### src/rtl/neuron_weight_seq.sv
// Weight sequencer: streams NUM_WEIGHTS weights from a 1-cycle-latency ROM to a MAC via a 2-entry skid buffer.
// Optional abort input is present only when NEURON_WEIGHT_SEQ_ABORT_EN is defined.
module neuron_weight_seq #(
    parameter int NUM_WEIGHTS = 785,
    parameter int ADDR_W      = 10
) (
    input  logic              clk,
    input  logic              rst,
`ifdef NEURON_WEIGHT_SEQ_ABORT_EN
    input  logic              abort,
`endif
    input  logic              start,
    output logic [ADDR_W-1:0] rom_addr,
    input  logic [31:0]       rom_dout,
    input  logic              rom_valid,
    output logic [31:0]       w_data,
    output logic [ADDR_W-1:0] w_index,
    output logic              w_valid,
    input  logic              w_ready,
    output logic              w_last,
    output logic              busy,
    output logic              done,
    output logic              err
);
    typedef enum logic [1:0] {IDLE, FETCH, DRAIN, DONE} state_t;

    typedef struct packed {
        logic [31:0]       data;
        logic [ADDR_W-1:0] idx;
    } entry_t;

    localparam logic [ADDR_W-1:0] LAST_IDX = ADDR_W'(NUM_WEIGHTS - 1);

    state_t            state_q, state_d;
    logic [ADDR_W-1:0] addr_q, addr_d;
    logic              infl_q, infl_d;
    logic [ADDR_W-1:0] infl_idx_q, infl_idx_d;
    logic [1:0]        cnt_q, cnt_d;
    entry_t            skid_q [2];
    entry_t            skid_d [2];
    logic              err_q, err_d;
    logic              abort_w;
    logic              pop;
    logic              cap_ok;
    logic              cap_fail;
    logic              issue;

`ifdef NEURON_WEIGHT_SEQ_ABORT_EN
    assign abort_w = abort && (state_q != IDLE);
`else
    assign abort_w = 1'b0;
`endif

    // NOTE: every variable gets a default before the case so no path leaves one unassigned (no latches).
    always_comb begin
        pop      = (cnt_q != 2'd0) && w_ready;
        cap_ok   = infl_q && rom_valid && !abort_w;
        cap_fail = infl_q && !rom_valid && !abort_w;
        // A failed capture suppresses this cycle's issue so the missing index is re-read before its successor.
        issue    = (state_q == FETCH) && !abort_w && !cap_fail &&
                   (((cnt_q + 2'(infl_q)) < 2'd2) || pop);

        state_d    = state_q;
        addr_d     = addr_q;
        err_d      = err_q;
        infl_d     = issue;
        infl_idx_d = issue ? addr_q : infl_idx_q;

        // NOTE: blocking assignments here, since later statements read the partially updated skid_d/cnt_d.
        skid_d = skid_q;
        cnt_d  = cnt_q;
        if (pop) begin
            skid_d[0] = skid_q[1];
            cnt_d     = cnt_q - 2'd1;
        end
        if (cap_ok) begin
            if (cnt_d == 2'd0) skid_d[0] = '{data: rom_dout, idx: infl_idx_q};
            else               skid_d[1] = '{data: rom_dout, idx: infl_idx_q};
            cnt_d = cnt_d + 2'd1;
        end

        case (state_q)
            IDLE: begin
                if (start) begin
                    state_d = FETCH;
                    addr_d  = '0;
                    err_d   = 1'b0;
                end
            end
            FETCH: begin
                if (issue) begin
                    if (addr_q == LAST_IDX) state_d = DRAIN;
                    else                    addr_d  = addr_q + 1'b1;
                end
            end
            DRAIN: begin
                if (pop && w_last) state_d = DONE;
            end
            DONE:    state_d = IDLE;
            default: state_d = IDLE;
        endcase

        if (cap_fail) begin
            err_d   = 1'b1;
            addr_d  = infl_idx_q;
            state_d = FETCH;
        end

        if (abort_w) begin
            state_d = IDLE;
            infl_d  = 1'b0;
            cnt_d   = '0;
        end
    end

    always_ff @(posedge clk) begin
        if (rst) begin
            state_q    <= IDLE;
            addr_q     <= '0;
            infl_q     <= 1'b0;
            infl_idx_q <= '0;
            cnt_q      <= '0;
            err_q      <= 1'b0;
        end else begin
            state_q    <= state_d;
            addr_q     <= addr_d;
            infl_q     <= infl_d;
            infl_idx_q <= infl_idx_d;
            cnt_q      <= cnt_d;
            err_q      <= err_d;
        end
    end

    // NOTE: payload storage is not reset; cnt_q gates every output, so stale entries are never visible.
    always_ff @(posedge clk) begin
        skid_q <= skid_d;
    end

    assign rom_addr = (state_q == FETCH) ? addr_q : '0;
    assign w_valid  = (cnt_q != 2'd0);
    assign w_data   = w_valid ? skid_q[0].data : '0;
    assign w_index  = w_valid ? skid_q[0].idx  : '0;
    assign w_last   = w_valid && (skid_q[0].idx == LAST_IDX);
    assign busy     = (state_q != IDLE);
    assign done     = (state_q == DONE) && !abort_w;
    assign err      = err_q;

endmodule
### config.mk
export PLATFORM = sky130hd
export DESIGN_NAME = neuron_weight_seq
export DESIGN_NICKNAME = d
export VERILOG_FILES = /design/src/rtl/neuron_weight_seq.sv
export SDC_FILE = /design/constraint.sdc
export NUM_CORES = 1
export LEC_CHECK = 0
export CORE_ASPECT_RATIO = 1.2
export CORE_MARGIN = 3
export CORE_UTILIZATION = 50
export DETAILED_ROUTE_END_ITERATION = 10
export DONT_BUFFER_PORTS = 1
export GPL_ROUTABILITY_DRIVEN = 0
export MAX_ROUTING_LAYER = met4
export SETUP_SLACK_MARGIN = 0.4
export SLEW_MARGIN = 20
export SYNTH_ARGS = -nofsm -noshare
export SYNTH_HDL_FRONTEND = slang
export SYNTH_SLANG_ARGS = --single-unit
### constraint.sdc
create_clock -name clk -period 4.3 [get_ports clk]
set_clock_uncertainty 0.15 [all_clocks]
set_input_delay 0.215 -clock clk [delete_from_list [all_inputs] [get_ports clk]]
set_output_delay 0.215 -clock clk [all_outputs]
set_load 0.02 [all_outputs]
# After elaboration in Yosys (flattened, before gate mapping)
# Index checks and enable logic that the tools add are counted.
# totals
ff_bits	110
input_bits	37
output_inout_bits	57
wordCells	77
# op_classes
n_addsub	4
order_cmp	1
eq_ne	14
mux	23
bitwise	1
n_reduce_logical	23
# ops
cell	count
2-to-1 mux 42 bit	3
2-to-1 mux 84 bit	1
2-to-1 mux 10 bit	6
2-to-1 mux 32 bit	1
equality test 10 bit (second input constant)	2
one-hot mux 10 bit (2 select lines)	1
2-to-1 mux 2 bit	6
inequality test 3 bit (second input constant)	4
AND reduction 4 bit	3
adder 10 x 1 -> 10 bit (second input constant)	1
one-hot mux 2 bit (4 select lines)	1
nonzero test 2 bit	4
logical AND 1 bit	7
inequality test 2 bit (second input constant)	3
equality test 2 bit (second input constant)	2
logical NOT 2 bit	2
2-to-1 mux 1 bit	4
AND reduction 2 bit	2
inequality test 3 x 2 -> 1 bit (second input constant)	1
nonzero test 3 bit	1
adder 2 x 1 -> 2 bit	1
adder 2 x 1 -> 2 bit (second input constant)	1
equality test 2 x 1 -> 1 bit (second input constant)	1
logical NOT 1 bit	2
6 further kinds	6

# Logic depth before layout (Yosys ltp)
# depth
depth_word	8
depth_mapped	12
ltp_nobuf	9

# Worst setup path before layout
# OpenSTA, ideal clock, no wires.
# synth_path
path_kind	reg-to-reg
startpoint	register cnt_q[0]
endpoint	register skid_q[0] (netlist name) (enable)
setup_time_ns	0.441
t_arrival_ns	3.162
t_required_ns	3.709
path_slack_ns	0.547
path_stages_with_launch	8
n_path_buf	1
period_less_slack_ns	3.753
cell_sequence	dfxtp_1 inv_1 ha_1 nand2b_4 buf_2 xnor2_1 ha_1 nor2_1
# synth_between
elab_chain_cells	6
elab_cells_between_ends	7
cone_classes	add/sub: 1; mux: 1; bitwise: 1; reduce/logical: 4
# synth_rtl
element	line	source
from (decl)	38	logic [1:0] cnt_q, cnt_d;
from (signal assigned)	129	cnt_q <= cnt_d;
parallel branches: the longest is 2 deep, another holds subtractor 2 x 1 -> 2 bit	n/a	
2-to-1 mux 2 bit (*)	72	if (pop) begin
logical NOT 2 bit (*)	77	if (cnt_d == 2'd0) skid_d[0] = '{data: rom_dout, idx: infl_idx_q};
inverter 1 bit (no source line) (*)	n/a	
AND reduction 2 bit (no source line) (*)	n/a	
to (signal assigned)	136	skid_q <= skid_d;
to (decl)	39	entry_t skid_q [2];
# Every way passes the cells marked *.
# A chain may end at the register's enable or synchronous reset.

==> results.py <==
metrics = {
    "drt": {
        "routed_wl_mm": 9.76,
        "dr.first_iter.drc_count": 130,
        "wl_per_cell_um": 15.8,
        "vias_per_cell": 5.41,
        "vias": 3330,
        "drcViolationCount": 0,
        "ant_nets": 0,
        "drtPass1Iterations": 5,
    },
    "synth": {
        "syn-cell-area_sq_um": 4890,
        "ys_types": 51,
        "synth-seq-area-share_pct": 53.6,
        "synth_warnings": 0,
        "yosys_register_bits": 110,
        "synth_ff_type": "dfxtp_1",
        "syn_nets": 514,
        "synth_edf_count": 42,
        "syn_inst": 468,
        "avgSynthCellArea_sq_um": 10.5,
        "synthArstFlopShare_pct": 0,
    },
    "layout": {
        "filler_cell_count": 853,
        "seqCellArea_sq_um": 2620,
        "num-nets-final": 537,
        "finalCoreUtilization_pct": 59.7,
        "drive_gt1_share_pct": 7.46,
        "most-common-layout-cells": "dfxtp_1 (68), mux2i_1 (54), nand2_1 (51)",
        "design_area_sq_um": 5540,
        "multiInputGateArea_sq_um": 2110,
        "antenna_cells": 0,
        "area_growth_pct": 13.1,
        "layout_commonest_cell": "dfxtp_1",
    },
    "placed_design": {
        "place_area_sq_um": 4970,
        "io_buffers": 0,
        "post-dp-hpwl_mm": 6.46,
    },
    "die": {
        "start_util_pct": 52.8,
        "fp.dieW_um": 96.3,
        "num_rows": 38,
        "dieArea_sq_um": 11000,
        "core_area_sq_um": 9270,
        "die_y_um": 114,
        "io_pins": 94,
    },
    "worst_setup_path": {
        "worstPathMaxFanout": 84,
        "timing.rr.start": "cnt_q[0]",
        "reg2reg_slack_ns": 1.65,
        "r2r-end": "skid_q[53]",
        "crit_path_end_kind": "flop",
        "required_ns": 4.36,
        "crit_path_start": "cnt_q[0]",
        "r2r_cells": 8,
        "crit_type": "reg -> reg",
        "arrival_ns": 2.71,
        "start_kind": "flop",
    },
    "pwr": {
        "p_sw_share_pct": 37.7,
        "power_switching_w": 0.00132,
        "total_leakage_power_nw": 2.17,
        "seqPwrFrac_pct": 43.1,
        "p_comb_share_pct": 37.7,
        "p_int_w": 0.00219,
        "p_clk_share_pct": 19.2,
        "irDropWorstVdd_mv": 0.308,
        "power_density_nw_per_um2": 634,
    },
    "cts": {
        "clock_latency_ns": 0.36,
        "clock_sinks": 110,
        "cts_buffer_depth": 2,
        "cts-resized-gates": 0,
        "cts_root_buf": "clkbuf_8",
        "hold_buffers": 34,
        "post_cts_buffers": 0,
        "cts_tree": "built",
        "clk_pin_slew_worst_paths_ns": 0.10,
        "h-tree-depth": 3,
        "cts_buffers": 9,
    },
    "timing": {
        "fin_crit_sh_pct": 61.6,
        "tightest_slew_ns": 0.867,
        "setup_tns_ns": 0,
        "setup_viol": 0,
        "rsz0062_at_grt": "false",
        "slew_violations": 0,
        "fmax_mhz": 378,
        "period_needed_ns": 2.65,
        "maxSlewHeadroom_pct": 42.0,
        "hold_viol": 0,
    },
    "min_path": {
        "min_to": "err",
        "whs_path_depth": 3,
        "hold_path_class": "in -> reg",
        "hold_start": "start",
    },
    "global_routing": {
        "track_usage_pct": 18.9,
        "first_global_vias": 3233,
        "grt_pass1_wl_mm": 15.9,
        "grt_max_degree": 85,
        "overflow": 0,
        "antenna_found_initial": 0,
    },
    "job": {
        "cap_violations": 0,
    },
    "status": {
        "status": "complete, no violations",
    },
}
[power by group through the flow]
stage          Clock (W)  Combinational (W)  Sequential [W]
6_report        0.000675            0.00132         0.00151
5_1_grt         0.000747            0.00148         0.00155
4_1_cts         0.000701            0.00135         0.00151
3_5_place_dp           0            0.00131         0.00154
3_3_place_gp           0            0.00128         0.00152
2_1_floorplan          0            0.00112         0.00148
[per-stage QoR]
step	power, W	std cells	worst slack, ns	hold WS [ns]
detailed placement	0.00285	566	1.60	0.139
global placement	0.00280	566	1.73	0.138
floorplan	0.00260	468	0.547	0.164
global route	0.00378	616	1.36	0.0950
CTS	0.00356	616	1.59	0.0340
finish	0.00351	616	1.65	0.0542
[sequential cells by signal (all words and copies together) (netlist names)]
name / count
cnt_q: 2
skid_q: 84
err: 1
infl_q: 1
infl_idx_q: 10
state_q: 2
addr_q: 10
[synthesized netlist by cell type (6+ instances only)]
cell type  instances  area, sq um
a21oi_1           10         50.1
buf_2              9         45.0
clkbuf_1          17         63.8
dfxtp_1           68         1360
edfxtp_1          42         1260
ha_1               9          113
inv_1             14         52.6
mux2i_1           54          541
nand2_1           51          191
nand3_1            9         45.0
nor2_1            31          116
nor2b_1           44          275
nor3_1             6         30.0
o21ai_0           48          240
[worst max path at each step]
stage                             to  depth (start not counted)
after global routing      skid_q[57]                          8
after floorplan            skid_q[0]                          7
after global placement    skid_q[77]                          8
final                     skid_q[53]                          8
after detailed placement  skid_q[53]                          8
after CTS                 skid_q[53]                          8
[metal layers]
metal	track usage [%]	part of all wire, %	wire length, um
met2	29.2	47	4620
met1	25.0	45	4380
met4	5.89	1.1	111
met5	-	0	0
met3	3.81	6.7	653
[logic make-up after synthesis]
group / after synthesis / synth area share (%)
adders and majority gates: 9 / 2.30
and+or+nand+nor: 164 / 17.2
buffers and inverters: 42 / 3.60
DFF: 110 / 53.6
muxes: 54 / 11.0
xor gates and xnor gates: 4 / 0.716
AOI/OAI and AO/OA: 85 / 11.6
[worst max-delay path, stage by stage, from the launching register on]
cell and delay (ns):
dfxtp_1 0.36, inv_1 0.08, ha_2 0.19, nand2b_4 0.23, xnor2_1 0.27, ha_1 0.26
and3_2 0.18, buf_4 0.56, o21ai_0 0.21
[cell type report]
| cell class | instances | share of cell area (%) |
|---|---|---|
| clock buffers | 10 | 2.49 |
| well taps | 120 | 2.71 |
| flip-flops and latches | 110 | 47.4 |
| inverters | 15 | 1.02 |
| repair buffers | 39 | 6.82 |
| multi-input cells | 316 | 38.1 |
| clock inverters | 6 | 1.54 |
Power figures use the tool's default switching activity.
